--- src/rtl/cellrv32_cpu_cp_fpu16_i2h.sv ---
// cellrv32_cpu_cp_fpu16_i2h
// Sequential 32-bit integer to IEEE-754 binary16 converter (FCVT.H.W / FCVT.H.WU).
// Optional macro CELLRV32_FPU16_I2H_FAST_NORM_EN enables 4-bit normalization steps.
module cellrv32_cpu_cp_fpu16_i2h #(
    parameter int XLEN = 32
) (
    input  logic            clk_i,
    input  logic            rst_i,
    input  logic            start_i,
    input  logic [2:0]      rmode_i,
    input  logic            funct_i,
    input  logic [XLEN-1:0] int_i,
    output logic [15:0]     result_o,
    output logic [4:0]      flags_o,
    output logic            done_o
);

    // exception flag bit positions inside flags_o
    localparam int FP_EXC_NV_C = 0;
    localparam int FP_EXC_DZ_C = 1;
    localparam int FP_EXC_OF_C = 2;
    localparam int FP_EXC_UF_C = 3;
    localparam int FP_EXC_NX_C = 4;

    typedef enum logic [2:0] {
        S_IDLE,
        S_PREPARE,
        S_NORMALIZE,
        S_ROUND,
        S_FINALIZE
    } state_t;

    state_t          r_state;
    state_t          w_stateNext;

    logic [XLEN-1:0] r_int;
    logic            r_funct;
    logic [2:0]      r_rmode;
    logic            r_sign;
    logic            r_zero;
    logic [31:0]     r_mag;
    logic [4:0]      r_cnt;
    logic [5:0]      r_exp;
    logic [9:0]      r_man;
    logic            r_inexact;
    logic [15:0]     r_result;
    logic [4:0]      r_flags;
    logic            r_done;

    logic            w_sign;
    logic [31:0]     w_magInit;
    logic            w_g;
    logic            w_r;
    logic            w_s;
    logic [9:0]      w_manRaw;
    logic [5:0]      w_expRaw;
    logic            w_roundUp;
    logic [10:0]     w_manSum;
    logic            w_carry;
    logic [15:0]     w_result;
    logic [4:0]      w_flags;

    // sign and magnitude of the latched operand; the most negative value keeps magnitude 0x80000000
    always_comb begin
        w_sign    = ~r_funct & r_int[31];
        w_magInit = w_sign ? (32'd0 - r_int) : r_int;
    end

    // guard/round/sticky extraction and rounding decision for the normalized magnitude
    always_comb begin
        w_g      = r_mag[20];
        w_r      = r_mag[19];
        w_s      = |r_mag[18:0];
        w_manRaw = r_mag[30:21];
        w_expRaw = {1'b0, r_cnt} + 6'd15;
        w_roundUp = 1'b0;
        case (r_rmode)
            3'b000:  w_roundUp = w_g & (w_r | w_s | w_manRaw[0]);
            3'b010:  w_roundUp = r_sign & (w_g | w_r | w_s);
            3'b011:  w_roundUp = ~r_sign & (w_g | w_r | w_s);
            3'b100:  w_roundUp = w_g;
            default: w_roundUp = 1'b0;
        endcase
        // incrementing {1, man} carries out exactly when man is all ones
        w_manSum = {1'b0, w_manRaw} + {10'd0, w_roundUp};
        w_carry  = w_manSum[10];
    end

    // final packing: zero, overflow saturation by rounding direction, or normal value
    always_comb begin
        w_result = {r_sign, r_exp[4:0], r_man};
        w_flags  = 5'd0;
        if (r_zero) begin
            w_result = 16'h0000;
        end else if (r_exp >= 6'd31) begin
            w_flags[FP_EXC_OF_C] = 1'b1;
            w_flags[FP_EXC_NX_C] = 1'b1;
            case (r_rmode)
                3'b000, 3'b100: w_result = {r_sign, 5'h1F, 10'h000};
                3'b010:  w_result = r_sign ? 16'hFC00 : 16'h7BFF;
                3'b011:  w_result = r_sign ? 16'hFBFF : 16'h7C00;
                default: w_result = {r_sign, 5'h1E, 10'h3FF};
            endcase
        end else begin
            w_flags[FP_EXC_NX_C] = r_inexact;
        end
        w_flags[FP_EXC_NV_C] = 1'b0;
        w_flags[FP_EXC_DZ_C] = 1'b0;
        w_flags[FP_EXC_UF_C] = 1'b0;
    end

    // next-state logic of the conversion sequencer
    always_comb begin
        w_stateNext = r_state;
        case (r_state)
            S_IDLE:      if (start_i) w_stateNext = S_PREPARE;
            S_PREPARE:   w_stateNext = (w_magInit == 32'd0) ? S_FINALIZE : S_NORMALIZE;
            S_NORMALIZE: if (r_mag[31]) w_stateNext = S_ROUND;
            S_ROUND:     w_stateNext = S_FINALIZE;
            S_FINALIZE:  w_stateNext = S_IDLE;
            default:     w_stateNext = S_IDLE;
        endcase
    end

    // state register and datapath registers, cleared by synchronous reset
    always_ff @(posedge clk_i) begin
        if (rst_i) begin
            r_state   <= S_IDLE;
            r_int     <= '0;
            r_funct   <= 1'b0;
            r_rmode   <= 3'd0;
            r_sign    <= 1'b0;
            r_zero    <= 1'b0;
            r_mag     <= 32'd0;
            r_cnt     <= 5'd0;
            r_exp     <= 6'd0;
            r_man     <= 10'd0;
            r_inexact <= 1'b0;
            r_result  <= 16'h0000;
            r_flags   <= 5'd0;
            r_done    <= 1'b0;
        end else begin
            r_state <= w_stateNext;
            r_done  <= (r_state == S_FINALIZE);
            case (r_state)
                S_IDLE: begin
                    if (start_i) begin
                        r_int   <= int_i;
                        r_funct <= funct_i;
                        r_rmode <= rmode_i;
                    end
                end
                S_PREPARE: begin
                    r_sign <= w_sign;
                    r_mag  <= w_magInit;
                    r_cnt  <= 5'd31;
                    r_zero <= (w_magInit == 32'd0);
                end
                S_NORMALIZE: begin
                    if (!r_mag[31]) begin
`ifdef CELLRV32_FPU16_I2H_FAST_NORM_EN
                        if (r_mag[31:28] == 4'd0) begin
                            r_mag <= {r_mag[27:0], 4'd0};
                            r_cnt <= r_cnt - 5'd4;
                        end else begin
                            r_mag <= {r_mag[30:0], 1'b0};
                            r_cnt <= r_cnt - 5'd1;
                        end
`else
                        r_mag <= {r_mag[30:0], 1'b0};
                        r_cnt <= r_cnt - 5'd1;
`endif
                    end
                end
                S_ROUND: begin
                    r_man     <= w_carry ? 10'd0 : w_manSum[9:0];
                    r_exp     <= w_expRaw + {5'd0, w_carry};
                    r_inexact <= w_g | w_r | w_s;
                end
                S_FINALIZE: begin
                    r_result <= w_result;
                    r_flags  <= w_flags;
                end
                default: ;
            endcase
        end
    end

    assign result_o = r_result;
    assign flags_o  = r_flags;
    assign done_o   = r_done;

endmodule
--- config.mk ---
export PLATFORM = sky130hd
export DESIGN_NAME = cellrv32_cpu_cp_fpu16_i2h
export DESIGN_NICKNAME = d
export VERILOG_FILES = /design/src/rtl/cellrv32_cpu_cp_fpu16_i2h.sv
export SDC_FILE = /design/constraint.sdc
export NUM_CORES = 1
export LEC_CHECK = 0
export BUFFER_PORTS_ARGS = -buffer_cell sky130_fd_sc_hd__buf_2
export CORE_ASPECT_RATIO = 0.75
export CORE_MARGIN = 3
export CORE_UTILIZATION = 50
export DETAILED_ROUTE_END_ITERATION = 16
export GPL_ROUTABILITY_DRIVEN = 0
export PLACE_DENSITY = 0.69
export SLEW_MARGIN = 20
export SYNTH_ARGS = -nofsm -noshare
export SYNTH_HDL_FRONTEND = slang
export SYNTH_SLANG_ARGS = --single-unit
--- constraint.sdc ---
create_clock -name clk_i -period 4.05 [get_ports clk_i]
set_clock_uncertainty 0.2 [all_clocks]
set_input_delay 0 -clock clk_i [delete_from_list [all_inputs] [get_ports clk_i]]
set_output_delay 0 -clock clk_i [all_outputs]
set_load 0.1 [all_outputs]
==> results of run 1 <==
where the power goes:
part           switching (mW)  leakage, nW  internal (mW)
Clock                   0.566        0.294          0.993
Sequential             0.0992        0.929           1.19
Combinational           0.370         1.52          0.255
per-layer routing:
metal	vias to the layer above	wire, um
met2	178	7478
li1	2910	-
met5	-	0
met4	0	149
met3	16	1026
met1	2792	7400
worst max-delay path: stages, from the launching register on:
cell and delay (ps):
dfxtp_1 430, nor2b_1 310, and2_1 180, ha_1 130, a31oi_1 80, nor2_1 110
ha_1 200, ha_1 190, nand3_1 120, nor2_1 190, and3_1 240, nand3_1 250
ha_1 300, ha_1 220, and3_1 180, o21ai_0 170, a21oi_1 90
cell families after synthesis:
group,Yosys count
AOI/OAI and AO/OA,198
xor gates and xnor gates,41
adders and majority gates,7
buffers and inverters,72
DFF,114
muxes,6
other,1
and+or+nand+nor,339
metrics by stage:
| stage | cell area [sq um] | instances | power [mW] | hold WS [ps] |
|---|---|---|---|---|
| 2_1_floorplan | 5953 | 780 | 1.735 | -64.04 |
| 3_3_place_gp | 6271 | 941 | 1.868 | 39.77 |
| 3_5_place_dp | 6271 | 941 | 1.887 | 46.65 |
| 4_1_cts | 7320 | 1016 | 3.477 | 73.62 |
| 5_1_grt | 7337 | 1017 | 3.629 | 186.4 |
| 6_report | 7337 | 1017 | 3.476 | 169.9 |
how the worst max path moves through the flow:
stage          cells past startpoint        from        to
2_1_floorplan                     16  r_rmode[1]  r_exp[4]
3_3_place_gp                      18   r_mag[15]  r_exp[4]
3_5_place_dp                      16  r_rmode[1]  r_exp[4]
4_1_cts                           16  r_rmode[1]  r_exp[4]
5_1_grt                           18   r_mag[15]  r_exp[4]
6_report                          16  r_rmode[1]  r_exp[4]
synthesized netlist by cell type (4+ instances only):
library cell,count
o21ai_0,25
o22ai_1,6
mux2i_1,4
a31oi_1,5
nand4_1,7
buf_2,4
and3_1,7
nor4_1,14
buf_1,6
or3_1,9
nand2_1,144
nor2b_1,4
a211oi_1,25
a2111oi_0,5
clkbuf_1,49
nor3_1,25
xnor2_1,24
nand3b_1,6
nor3b_1,4
o31ai_1,5
nand2b_1,4
nand3_1,20
nor2_1,74
a21oi_1,85
xor2_1,17
a311oi_1,6
a22oi_1,13
buf_4,4
inv_1,8
dfxtp_1,114
ha_1,7
area by class of cell:
type                       count  area, sq um  share of cell area [%]
tap                          157        196.4                   2.677
multi-input combinational    594         3396                   46.28
clock inverter                14        178.9                   2.439
clock buffer                  18        439.2                   5.986
timing repair buffer         112        814.5                   11.10
inverter                       8        30.03                  0.4093
sequential                   114         2282                   31.11
cell usage in the layout, fill, tap and decap left out, drive strengths merged, types with 12 or more instances in the layout:
cell type	instances
nand2	144
dfxtp	114
a21oi	85
nor2	74
buf	68
dlygate4sd3	44
nor3	25
o21ai	25
a211oi	25
xnor2	24
nand3	20
clkbuf	18
xor2	17
nor4	17
a22oi	13
inv	12
registers in the layout, indices dropped and copies added (netlist names), 2 cells and up:
signal and cells:
flags_o 2, r_cnt 5, r_exp 6, r_int 32, r_mag 32, r_man 10
r_rmode 3, r_state 3, result_o 16
timing repair:
action,in CTS,in global routing
endpoints found under the hold margin,37,19
resized for setup,0,0
hold buffers,43,1
==> summary.md, run 1 <==
| Metric | Value |
|---|---|
| Final Max Tran Viols | `0` |
| Hold Path Stages | `4` |
| Crit Path Max Fanout | `7` |
| Most used flip-flop cell after synthesis | `dfxtp_1` |
| Multiplexer share of the synthesized area | `1.052%` |
| Fin crit period | `3736 ps` |
| Final Hold Vio Count | `0` |
| Cell taking the most area after synthesis | `dfxtp_1` |
| Unique masters post-synth | `60` |
| Antenna violations before repair | `0` |
| Initial DRT Pass Iterations | `5` |
| Syn-to-layout area delta | `23.40%` |
| H-tree levels | `4` |
| CTS Buffer Depth | `2` |
| CORE AREA | `11,270 sq um` |
| Die span in y | `100.4 um` |
| Share of the synthesized area in the top cell type | `38.38%` |
| Max_slew headroom | `42.87%` |
| Status | `completed` |
| Remaining DRCs | `0` |
| CP Class | `reg -> reg` |
| Count of flip-flops with a built-in enable after synthesis | `0` |
| DIE AREA | `13,250 sq um` |
| Via Count | `5,896` |
| Routed WL per cell | `15.79 um` |
| Root buffer cell | `clkbuf_16` |
| Avg Cell Area, Syn | `7.642 sq um` |
| Met3 usage | `6.212%` |
| Post-place setup slack | `390.9 ps` |
| Register area share after synthesis | `38.38%` |
| Reg2Reg Depth | `16` |
| Pwr/cell area | `473.7 nW/um^2` |
| Cell Area, Synth | `5946 sq um` |
| Min-Delay Path Class | `in -> reg` |
| Min-Delay Endpoint | `r_int[27]` |
| Post-synthesis sequential element count | `114` |
| Skew-Pair Late Insertion Delay | `410 ps` |
| Tightest Pin Transition | `856.9 ps` |
| Largest family of logic cells by synthesized area | `simple AND/OR/NAND/NOR gates` |
| Simple-gate share of the synthesized area | `27.10%` |
| Worst R2R Start | `r_rmode[1]` |
| I/O Buffers | `57` |
| RSZ-0062 raised after global routing | `no` |
| Met2 Usage GRT | `39.80%` |
| Initial drt markers | `629` |
| Rows | `33` |
| Die W | `131.9 um` |
| Setup WS post-layout | `313.6 ps` |
| Startpoint Class | `flop` |
| Routed Antenna Nets | `0` |
| GR Util met1 | `32.26%` |
| Clock sink count | `114` |
| Leakage | `2.744 nW` |
| Hpwl dp | `10,770 um` |
| Worst vdd ir | `0.3371 mV` |
| Ys async rst share | `0%` |
| Post-Synth XOR/XNOR Area | `6.040%` |
| CTS tree | `built` |
| Endpoints failing setup | `0` |
| Max Clock Freq | `267.6 MHz` |
| Number of global-route vias before repair | `5,582` |
| Compound-Gate Fraction of Synth Area | `20.88%` |
| Min-delay src | `int_i[27]` |
| First-pass GRT wire length | `26,640 um` |
| Ys Warns | `0` |
| Routed vias/inst | `5.797` |
| Crit path DAT | `3780 ps` |
| Fin Setup TNS | `0 ps` |
| Post-synthesis adder-cell area fraction | `1.473%` |
| Total Routing Usage GR | `24.37%` |
| Clock transition at path regs | `60 ps` |
| Final worst path period share | `92.26%` |
| Syn Inst Count | `778` |
| Fillers | `963` |
| Pin count of the biggest net entering global routing | `115` |
| WL final | `16,050 um` |
| Initial core utilization | `52.75%` |
| Postcts setup bufs | `0` |
| Gr ovfl total | `0` |
| IO Count | `61` |
| Diode count | `0` |
| Ratio of cells with drive above 1 in the final layout | `13.60%` |
| Crit end category | `flop` |
| Total CTS buffers | `17` |
| Max_cap viols | `0` |
| Ranking of synthesized cells by area | `dfxtp_1 38%, nand2_1 9.1%, a21oi_1 7.2%, nor2_1 4.7%, xnor2_1 3.5%` |
| Busiest layer in global routing | `met2` |
| RR Endpoint | `r_exp[4]` |
| Final core occ | `65.09%` |
| Worst reg2reg setup slack | `310 ps` |
| CP Data Required Time | `4100 ps` |
| # nets final | `893` |
Power figures use the tool's default switching activity.
==> inputs of run 2 (changes only) <==
Clock period 4.05 ns to 4.3 ns, I/O delays scaled along.
==> summary.md, run 2 (same netlist as run 1, synthesis figures left out) <==
| Metric | Value |
|---|---|
| Status | `completed` |
| Final Hold Vio Count | `0` |
| Die W | `131.9 um` |
| CP Data Required Time | `4370 ps` |
| Tightest Pin Transition | `1054 ps` |
| First-pass GRT wire length | `26,960 um` |
| Die span in y | `100.4 um` |
| Top delay family on crit path | `simple AND/OR/NAND/NOR gates` |
| Antenna violations before repair | `0` |
| DIE AREA | `13,250 sq um` |
| Endpoints failing setup | `0` |
| Initial DRT Pass Iterations | `5` |
| CTS resizes | `0` |
| DP Area | `6256 sq um` |
| Syn-to-layout area delta | `24.31%` |
| Pwr/cell area | `427.7 nW/um^2` |
| WL final | `16,250 um` |
| Max Clock Freq | `275.0 MHz` |
| Fillers | `961` |
| Routed vias/inst | `5.755` |
| CP Class | `reg -> reg` |
| Final worst path period share | `84.56%` |
| Pin count of the biggest net entering global routing | `59` |
| Crit path top cell by count | `ha_1` |
| Layout Cells excl Fill | `1,027` |
| Biggest cell delay along the critical path | `330 ps` |
| Hpwl dp | `10,730 um` |
| Worst Path Buf+Inv | `0` |
| Ratio of cells with drive above 1 in the final layout | `13.22%` |
| Slowest cell on crit path | `dfxtp_1` |
| Min-Delay Path Class | `in -> reg` |
| Root buffer cell | `clkbuf_16` |
| Diode count | `0` |
| Final Max Tran Viols | `0` |
| Critical path, cell by cell | `nor4_1 > and3_1 > nand3_1 > nor3_1 > nor3_1 > a21oi_1 > nor2_1 > ha_1 > ha_1 > nand3_1 > nor2_1 > and3_1 > nand3_1 > ha_1 > ha_1 > a21oi_1 > o21ai_0 > a21oi_1` |
| Crit end category | `flop` |
| Total Routing Usage GR | `24.85%` |
| Post-place setup slack | `698.9 ps` |
| Startpoint Class | `flop` |
| Fin Setup TNS | `0 ps` |
| CORE AREA | `11,270 sq um` |
| RSZ-0062 raised after global routing | `no` |
| Initial core utilization | `52.75%` |
| # nets final | `903` |
| Fin crit period | `3636 ps` |
| Gr ovfl total | `0` |
| Crit path DAT | `3710 ps` |
| WHS | `170.9 ps` |
| Worst vdd ir | `0.3315 mV` |
| Rows | `33` |
| Final instance area | `7391 sq um` |
| Hold Path Stages | `4` |
| Reg2Reg Depth | `18` |
| Total CTS buffers | `17` |
| CTS tree | `built` |
| Routed WL per cell | `15.82 um` |
| Crit Path Max Fanout | `5` |
| Routed Antenna Nets | `0` |
| Leakage | `2.785 nW` |
| Skew-Pair Late Insertion Delay | `420 ps` |
| IO Count | `61` |
| Setup WS post-layout | `663.9 ps` |
| Clock sink count | `114` |
| Crit path depth | `18` |
| H-tree levels | `4` |
| I/O Buffers | `57` |
| Max_cap viols | `0` |
| Clock transition at path regs | `60 ps` |
| Commonest non-fill, non-tap cell in the layout | `nand2_1` |
| Via Count | `5,910` |
| Most frequent cells in the layout | `144 x nand2_1, 114 x dfxtp_1, 85 x a21oi_1` |
| Initial drt markers | `469` |
| Max_slew headroom | `29.43%` |
| Placed insts | `939` |
| CTS Buffer Depth | `2` |
| Number of global-route vias before repair | `5,608` |
| Remaining DRCs | `0` |
## run 2: metal layers
layer  share of wire (%)  track usage, %
met3                 6.1           6.263
met2                  46           39.64
met4                 2.0           10.09
met1                  46           32.49
met5                   0               0
## run 2: path summary, 6_finish.rpt
path                                  start  slack [ps]     endpoint
worst max-delay path              r_mag[15]         660     r_exp[4]
worst min-delay path              int_i[20]         170    r_int[20]
worst max register to register    r_mag[15]         660     r_exp[4]
worst min register to register  result_o[5]         250  result_o[5]
## run 2: power by group
group | total [mW] | switching [mW] | internal (mW)
combinational | 0.593 | 0.348 | 0.245
sequential | 1.22 | 0.0922 | 1.12
clock | 1.35 | 0.538 | 0.814
## run 2: stage by stage
step	total power, mW	util, %
2_1_floorplan	1.634	-
3_3_place_gp	1.753	55.50
3_5_place_dp	1.771	55.50
4_1_cts	3.164	65.53
5_1_grt	3.305	65.57
6_report	3.161	65.57
## run 2: area by class of cell
cell class | count | area (sq um) | share of cell area [%]
inverter | 8 | 30.03 | 0.4063
clock inverter | 14 | 131.4 | 1.778
sequential | 114 | 2282 | 30.88
tap | 157 | 196.4 | 2.658
timing repair buffer | 122 | 915.9 | 12.39
multi-input combinational | 594 | 3396 | 45.95
clock buffer | 18 | 439.2 | 5.942
## run 2: worst min-delay path: stages
cell	delay, ps
dlygate4sd3_1	530
buf_2	120
nand2_1	50
a21oi_1	50
## run 2: what timing repair did
action / 4_1_cts / 5_1_grt
endpoints found under the hold margin: 74 / 0
setup buffers: 0 / 0
endpoints found under the setup margin: 0 / 0
hold buffers: 56 / 0
